===== config.mk =====
export PLATFORM = sky130hd
export DESIGN_NAME = uart_tx_scheduler
export DESIGN_NICKNAME = d
export VERILOG_FILES = /design/src/rtl/uart_tx_scheduler_pkg.sv /design/src/rtl/rr_arbiter4.sv /design/src/rtl/uart_tx_scheduler.sv
export SDC_FILE = /design/constraint.sdc
export NUM_CORES = 1
export LEC_CHECK = 0
export ABC_CLOCK_PERIOD_IN_PS = 2660
export CAP_MARGIN = 5
export CORE_ASPECT_RATIO = 0.6
export CORE_MARGIN = 5
export CORE_UTILIZATION = 40
export DETAILED_ROUTE_END_ITERATION = 10
export PLACE_DENSITY = 0.8
export SLEW_MARGIN = 20
export SYNTH_ARGS = -nofsm -noshare
export SYNTH_HDL_FRONTEND = slang
export SYNTH_SLANG_ARGS = --single-unit

===== constraint.sdc =====
create_clock -name clk -period 2.66 [get_ports clk]
set_input_delay 0.665 -clock clk [delete_from_list [all_inputs] [get_ports clk]]
set_output_delay 0.665 -clock clk [all_outputs]
set_load 0.01 [all_outputs]

===== src/rtl/uart_tx_scheduler_pkg.sv =====
// Shared types and constants for the UART transmit scheduler.
// Latency: n/a (declarations only).
// Backpressure: n/a (declarations only).
package uart_tx_scheduler_pkg;

    // Only a four-way requester set is built; the arbiter is hard-wired for it.
    localparam int NREQ_SUPPORTED = 4;

    // Upper nibble that marks a byte on the wire as a header.
    localparam logic [3:0] HDR_TAG_DEFAULT = 4'hA;

    // Transaction sequencer states, 3-bit encoding.
    typedef enum logic [2:0] {
        IDLE      = 3'd0,
        HDR_ISSUE = 3'd1,
        HDR_WAIT  = 3'd2,
        PLD_ISSUE = 3'd3,
        PLD_WAIT  = 3'd4,
        DONE      = 3'd5
    } state_t;

    // Converts a requester index into its ack bit position.
    function automatic logic [3:0] id_onehot(input logic [1:0] id);
        return 4'b0001 << id;
    endfunction

endpackage


===== src/rtl/rr_arbiter4.sv =====
// Combinational 4-way round-robin pick: first asserted req at or above ptr, wrapping.
// Latency: zero cycles, purely combinational.
// Backpressure: none; caller decides when to consume the winner.
module rr_arbiter4 (
    input  logic [3:0] req,
    input  logic [1:0] ptr,
    output logic [1:0] winner,
    output logic       valid
);

    logic [7:0] req_dbl;
    logic [3:0] req_rot;
    logic [1:0] offset;

    // Duplicate and slice so that bit 0 of req_rot is always the requester at ptr.
    assign req_dbl = {req, req};
    assign req_rot = req_dbl[ptr +: 4];

    // Priority-encode the rotated vector: lowest set bit is the closest requester to ptr.
    always_comb begin
        offset = 2'd0;
        casez (req_rot)
            4'b???1: offset = 2'd0;
            4'b??10: offset = 2'd1;
            4'b?100: offset = 2'd2;
            4'b1000: offset = 2'd3;
            default: offset = 2'd0;
        endcase
    end

    // Undo the rotation; the 2-bit add wraps modulo 4 naturally.
    assign winner = ptr + offset;
    assign valid  = |req;

endmodule


===== src/rtl/uart_tx_scheduler.sv =====
// Shares one UART sender between four requesters: header byte then payload byte per grant.
// Latency: arbitration in IDLE, header issued the next cycle; ack one cycle after payload completes.
// Backpressure: ISSUE states hold until tx_ready; WAIT states hold until the sender is idle again.
module uart_tx_scheduler
    import uart_tx_scheduler_pkg::*;
#(
    parameter logic [3:0] HDR_TAG = HDR_TAG_DEFAULT,
    parameter int         NREQ    = NREQ_SUPPORTED
) (
    input  logic              clk,
    input  logic              reset,
    input  logic [NREQ-1:0]   req,
    input  logic [8*NREQ-1:0] req_data,
    output logic [NREQ-1:0]   ack,
    output logic              busy,
    output logic [7:0]        tx_data,
    output logic              tx_en,
    input  logic              tx_ready
);

    state_t          state_q;
    state_t          state_d;
    logic [1:0]      ptr_q;
    logic [1:0]      id_q;
    logic [7:0]      payload_q;
    logic [NREQ-1:0] ack_q;
    // Set for the first cycle of a WAIT state, when tx_ready still reflects the
    // sender before it saw our strobe and must not be trusted.
    logic            wait_first_q;

    logic [1:0]      win_id;
    logic            win_vld;

    rr_arbiter4 u_arb (
        .req    (req),
        .ptr    (ptr_q),
        .winner (win_id),
        .valid  (win_vld)
    );

    // Next-state and strobe: issue only when the sender is idle, then wait for it to finish.
    always_comb begin
        state_d = state_q;
        tx_en   = 1'b0;
        case (state_q)
            IDLE: begin
                if (win_vld) begin
                    state_d = HDR_ISSUE;
                end
            end
            HDR_ISSUE: begin
                if (tx_ready) begin
                    tx_en   = 1'b1;
                    state_d = HDR_WAIT;
                end
            end
            HDR_WAIT: begin
                if (!wait_first_q && tx_ready) begin
                    state_d = PLD_ISSUE;
                end
            end
            PLD_ISSUE: begin
                if (tx_ready) begin
                    tx_en   = 1'b1;
                    state_d = PLD_WAIT;
                end
            end
            PLD_WAIT: begin
                if (!wait_first_q && tx_ready) begin
                    state_d = DONE;
                end
            end
            DONE: begin
                state_d = IDLE;
            end
            default: begin
                state_d = IDLE;
            end
        endcase
    end

    // Byte on the sender bus: header while the header is in flight, payload while the payload is.
    always_comb begin
        tx_data = 8'h00;
        case (state_q)
            HDR_ISSUE, HDR_WAIT: tx_data = {HDR_TAG, 2'b00, id_q};
            PLD_ISSUE, PLD_WAIT: tx_data = payload_q;
            default:             tx_data = 8'h00;
        endcase
    end

    // State register plus the first-WAIT-cycle marker, which follows every accepted strobe.
    always_ff @(posedge clk) begin
        if (reset) begin
            state_q      <= IDLE;
            wait_first_q <= 1'b0;
        end else begin
            state_q      <= state_d;
            wait_first_q <= tx_en;
        end
    end

    // Latch winner id and its payload byte at grant so later req/req_data changes are ignored.
    always_ff @(posedge clk) begin
        if (reset) begin
            id_q      <= 2'd0;
            payload_q <= 8'h00;
        end else if (state_q == IDLE && win_vld) begin
            id_q      <= win_id;
            payload_q <= req_data[{win_id, 3'b000} +: 8];
        end
    end

    // Advance the round-robin pointer past the requester just served.
    always_ff @(posedge clk) begin
        if (reset) begin
            ptr_q <= 2'd0;
        end else if (state_q == DONE) begin
            ptr_q <= id_q + 2'd1;
        end
    end

    // Ack is registered so it is high exactly while the FSM sits in DONE.
    always_ff @(posedge clk) begin
        if (reset) begin
            ack_q <= '0;
        end else if (state_q == PLD_WAIT && state_d == DONE) begin
            ack_q <= id_onehot(id_q);
        end else begin
            ack_q <= '0;
        end
    end

    assign ack  = ack_q;
    assign busy = (state_q != IDLE);

endmodule

; ---- Word-level counts from Yosys, hierarchy flattened
; Cells that the tools add are included.
[word_totals]
elab_cells = 42
output_inout_bits = 14
register_bits = 20
in_bits = 39
[classes]
eq_ne = 9
muxes = 10
add_sub_neg = 2
n_bitwise = 1
shifts = 3
reduce_logical = 11
[ops]
columns = operator, n
row1 = $shiftx 32x6->8, 1
row2 = $pmux 8 s2, 1
row3 = $mux 3, 5
row4 = $pmux 3 s5, 1
row5 = $eq 3x3->1 const B, 4
row6 = $reduce_or 2->1, 4
row7 = $shiftx 8x3->4, 1
row8 = $eq 3x2->1 const B, 2
row9 = $pmux 2 s3, 1
row10 = $eq 4x4->1 const B, 1
row11 = $reduce_or 4->1, 1
row12 = $shl 1x2->4 const A, 1
row13 = $eq 3x1->1 const B, 1
row14 = $logic_and 1x1->1, 3
row15 = $logic_not 3->1, 1
row16 = $reduce_bool 3->1, 1
row17 = $add 2x1->2 const B, 1
row18 = $add 2x2->2, 1
row19 = $eq 2x2->1 const B, 1
row20 = $mux 1, 2
row21 = $logic_not 1->1, 1
row22 = $not 1->1, 1

; ---- Logic depth before layout (Yosys ltp)
[logic_depth]
ltp_word = 8
depth_mapped = 12
mapped_depth_nobuf = 10

; ---- Hierarchy
; Synthesis repeated with hierarchy kept, for this count alone.
[hier_totals]
hier_cells = 137
hier_area_um2 = 1248.7
[modules_own_cells]
columns = mod, n_inst, cells_per_inst, area_each_um2, seq_area_each_um2
row1 = uart_tx_scheduler, 1, 112, 1063.5, 400.4
row2 = rr_arbiter4, 1, 25, 185.2, 0.0

; ---- Worst setup path after synthesis
; OpenSTA, ideal clock, no wires.
[synth_path]
path_kind = input-to-reg
startpoint = input req[2]
endpoint = register payload_q[0]
path_slack_ps = -158
path_stages = 10
setup_ps = 115
arrival_ps = 2703
path_buffers = 3
required_time_ps = 2545
path_cell_list = buf_2 > or4_1 > o211ai_1 > ha_1 > buf_2 > buf_2 > mux2_2 > o22a_2 > nor2_1 > a2111oi_0
[synth_between]
elab_chain_len = 5
word_cells_on_any_way = 9
classes_between = add/sub (1) / eq/ne (3) / shift (2) / mux (1) / reduce/logical (2)
[synth_lines]
columns = item, line
row1 = "start, declared", uart_tx_scheduler.sv:12  ; input logic [NREQ-1:0] req,
row2 = $shiftx 8x3->4 *, rr_arbiter4.sv:17  ; assign req_rot = req_dbl[ptr +: 4];
row3 = "$eq 4x4->1, or another cell as far along", rr_arbiter4.sv:22  ; casez (req_rot)
row4 = $pmux 2 s3 *, rr_arbiter4.sv:22
row5 = $add 2x2->2 *, rr_arbiter4.sv:32  ; assign winner = ptr + offset;
row6 = named net u_arb.winner[0], rr_arbiter4.sv:7  ; output logic [1:0] winner,
row7 = $shiftx 32x6->8 *, uart_tx_scheduler.sv:110  ; payload_q <= req_data[{win_id, 3'b000} +: 8];
row8 = "end signal, assigned", uart_tx_scheduler.sv:110
row9 = "end, declared", uart_tx_scheduler.sv:25  ; logic [7:0] payload_q;
; Mark *: on every way through the listed nets, which the timed path passes. The rest lies on a longest branch.
; A chain may end at the register's enable or synchronous reset.

; ---- Final worst setup path
[layout_path]
startpoint = register state_q[2]
endpoint = output tx_data[6]
[layout_between]
elab_chain_len = 3
word_cells_on_any_way = 7
classes_between = eq/ne (4) / mux (1) / reduce/logical (2)
[layout_lines]
columns = item, line
row1 = "start, declared", uart_tx_scheduler.sv:21  ; state_t state_q;
row2 = "start signal, assigned", uart_tx_scheduler.sv:98  ; state_q <= state_d;
row3 = "$eq 3x3->1, or another cell as far along", uart_tx_scheduler.sv:85  ; case (state_q)
row4 = $reduce_or 2->1, uart_tx_scheduler.sv:85
row5 = $pmux 8 s2 *, uart_tx_scheduler.sv:85
row6 = "end, declared", uart_tx_scheduler.sv:16  ; output logic [7:0] tx_data,
; Mark *: on every way between the ends. The rest lies on a longest branch, timed or not.

==> summary.md <==
| Metric | Value |
|---|---|
| Register-to-Register Setup Slack | 290 ps |
| Worst vdd rail ir drop | about 280 uV |
| Number of buffers on the longest clock path | 2 |
| Final hold violation count | 0 |
| Max-slew violation count | 0 |
| Clock Latency Late Sink | approximately 260 ps |
| Count of antenna-violating nets left after detailed routing | 0 |
| Largest clock skew in the final design | between 5 and 6 ps |
| Worst hold path class | reg2reg |
| Worst setup slack before clock tree synthesis | -576 ps |
| I/O Pins | 53 |
| DRC | 0 |
| Flip-flop and latch area | 402 um2 |
| Syn Area/Cell | approximately 8.4 um2 |
| Clock transition time at the flip-flop clock pins of the worst setup and hold paths | ~70 ps |
| Synth Net Count | 214 |
| Initial core utilization | 40.7% |
| Flops & latches, synth | 20 |
| Yosys warning total | 0 |
| Arrival time reported for the critical path endpoint | between 1500 and 2000 ps |
| Die height | roughly 57 um |
| DR WL/cell | around 16 um |
| Cell area after synthesis | about 1500 um2 |
| TritonCTS clock tree | yes |
| End of the worst register-to-register path | payload_q[3] |
| Final hold slack | around 540 ps |
| Gate count after technology mapping | ~170 |
| Worst max-slew margin expressed relative to the limit | 75.6% |
| Via count of the first global-routing pass | ~1,400 |
| Slew at the pin with the worst max-slew slack | about 370 ps |
| Layout Nets | roughly 270 |
| Horizontal extent of the die | just under 90 um |
| CTS Root Cell | clkbuf_8 |
| Wire length reported by the detailed router | 4380 um |
| Number of setup violations in the final report | 0 |
| Combined area of the multi-input logic cells | approximately 1100 um2 |
| Leakage power | 0.945 nW |
| Reg2reg start | ptr_q[0] |
| Pre-antenna DRT Iters | 4 |
| Type of element capturing the critical path | primary output |
| Result of the run | completed |
| Ratio of total power to cell area | about 420 nW/um2 |
| Number of flops mapped to enable cells by yosys | 0 |
| Period Utilization, post-route | just under 100% |
| Category of the worst setup path launch point | register |
| Total track usage | approximately 16% |
| Number of input and output port buffers inserted | 52 |
| Post-Route Setup TNS | 0 ps |
| Max-capacitance violation count | 0 |
| Wire length of the first global-routing pass | about 6500 um |
| Area growth syn-to-layout | 59.5% |
| Category of the most critical setup path | reg2out |
| Depth of the most critical reg-to-reg path | 8 |
| Most common cell after layout, fill and taps aside | clkdlybuf4s50_1 |
| Sum of net half-perimeters after detailed placement | slightly above 3000 um |
| Ratio of cells with drive above 1 in the final layout | 29.9% |
| Smallest setup slack after layout | 25.9 ps |
| H-tree depth | 1 |
| Main flop type after synthesis | dfxtp_1 |
| Diode insertion count for antenna repair | 0 |
| Maximum number of pins on one net before global-route repair | 17 |
| Fillers | a little under 300 |
| Post-placement cell area | ~2200 um2 |
| Sequential share of the synthesized area | 27.4% |
| Largest driver fanout on the critical path | 4 |
| Worst hold endpoint | state_q[1] |
| Finished Core Util | about two thirds |
| Initial DRC count | 106 |
| Number of clock sinks | 20 |
| FFs w/ async S/R, synth | 0% |
| Final worst path period need | ~2600 ps |
| Worst Hold Path Cells | 2 |
| Row count | 17 |
| Die ar. | around 5000 um2 |
| Start point of the worst min-delay path | state_q[2] |
| RD Place Congestion | 0.855 |
| Number of vias per cell after detailed routing | approximately 5.4 |
| Final std cell area, no fill | between 2000 and 2500 um2 |
| Hold-fix buffers, CTS | 0 |
| Initial antenna violation count | 0 |
| Leading cell types in the layout, fill and taps excluded | 45 x clkdlybuf4s50_1, 23 x nor2_1, 19 x dfxtp_1 |
| Core footprint | 3590 um2 |
| Required arrival time at the worst endpoint | about 2000 ps |
| Remaining global-route overflow | 0 |
| Maximum clock frequency | ~0.38 GHz |
| CTS Buf Count | 3 |
| RSZ-0062 raised after global routing | yes |
| Distinct cell type count after synthesis | 40 |
| Total via count after detailed routing | 1,514 |
[synthesized netlist by cell type, drive strengths merged (3+ instances only)]
master | instances | area (um2)
a2111oi | 7 | 73.8
a21oi | 5 | 25.0
and2 | 6 | 37.5
buf | 12 | 87.6
clkbuf | 6 | 22.5
dfxtp | 20 | 400
inv | 6 | 22.5
mux2 | 14 | 158
mux2i | 6 | 60.1
nand2 | 6 | 22.5
nand2b | 3 | 18.8
nor2 | 30 | 115
nor3 | 6 | 30.0
o22a | 8 | 77.6
o22ai | 9 | 56.3
or3 | 4 | 30.0
[layout make-up]
class                           count  area share, %
Tap cell                           47           2.52
Clock buffer                        3           1.77
Multi-Input combinational cell    131           46.6
Inverter                            6          0.966
Timing Repair Buffer               71           30.9
Sequential cell                    20           17.2
[worst max-delay path: stages (launching register included)]
cell,delay (ps)
dfxtp_1,330
inv_1,60
or3_1,400
o21ai_1,190
and2_1,190
clkdlybuf4s50_1,540
[flip-flops by register name, summed over array words and instances, names as in the netlist]
register      cells
wait_first_q      1
ack               4
ptr_q             2
state_q           3
payload_q         8
id_q              2
[cell families after synthesis]
kind of cell	after synthesis	synth area share, %
simple gates	63	21.8
compound gates	42	23.5
buf+inv	24	9.07
mux	20	14.9
flops	20	27.4
xor+xnor	4	2.40
fa+ha+maj	1	0.856
[worst max-delay path by stage]
stage | from | to | slack [ps] | depth (start not counted)
after floorplan | req[0] | payload_q[2] | 20 | 10
after global placement | req[3] | payload_q[7] | -510 | 10
after detailed placement | req[3] | payload_q[7] | -580 | 10
after CTS | req[1] | payload_q[5] | 7 | 12
after global routing | state_q[2] | tx_data[4] | -40 | 5
final | state_q[2] | tx_data[6] | 30 | 5
[per-layer routing]
layer | vias to the layer above | share of wire [%] | GRT usage [%]
met1 | 704 | 46 | 22.3
met4 | 0 | 1.5 | 4.74
met3 | 9 | 6.2 | 3.52
met2 | 51 | 47 | 26.0
met5 | - | 0 | 0
li1 | 750 | - | -
[per-stage QoR]
stage | instances | power (mW)
after floorplan | 174 | 0.603
after global placement | 274 | 0.734
after detailed placement | 274 | 0.743
after CTS | 278 | 0.970
after global routing | 278 | 1.04
final | 278 | 0.984
[repair_timing]
action,CTS,global route
pin swaps,4,8
resized for setup,18,29
buffers inserted,0,0
setup endpoints to repair,11,15
cloned,1,1
[report_power, final]
group / switching, mW / internal (mW)
clock network: 0.0985 / 0.101
logic: 0.182 / 0.242
registers: 0.0313 / 0.329
total: 0.311 / 0.673
Power figures use the tool's default switching activity.
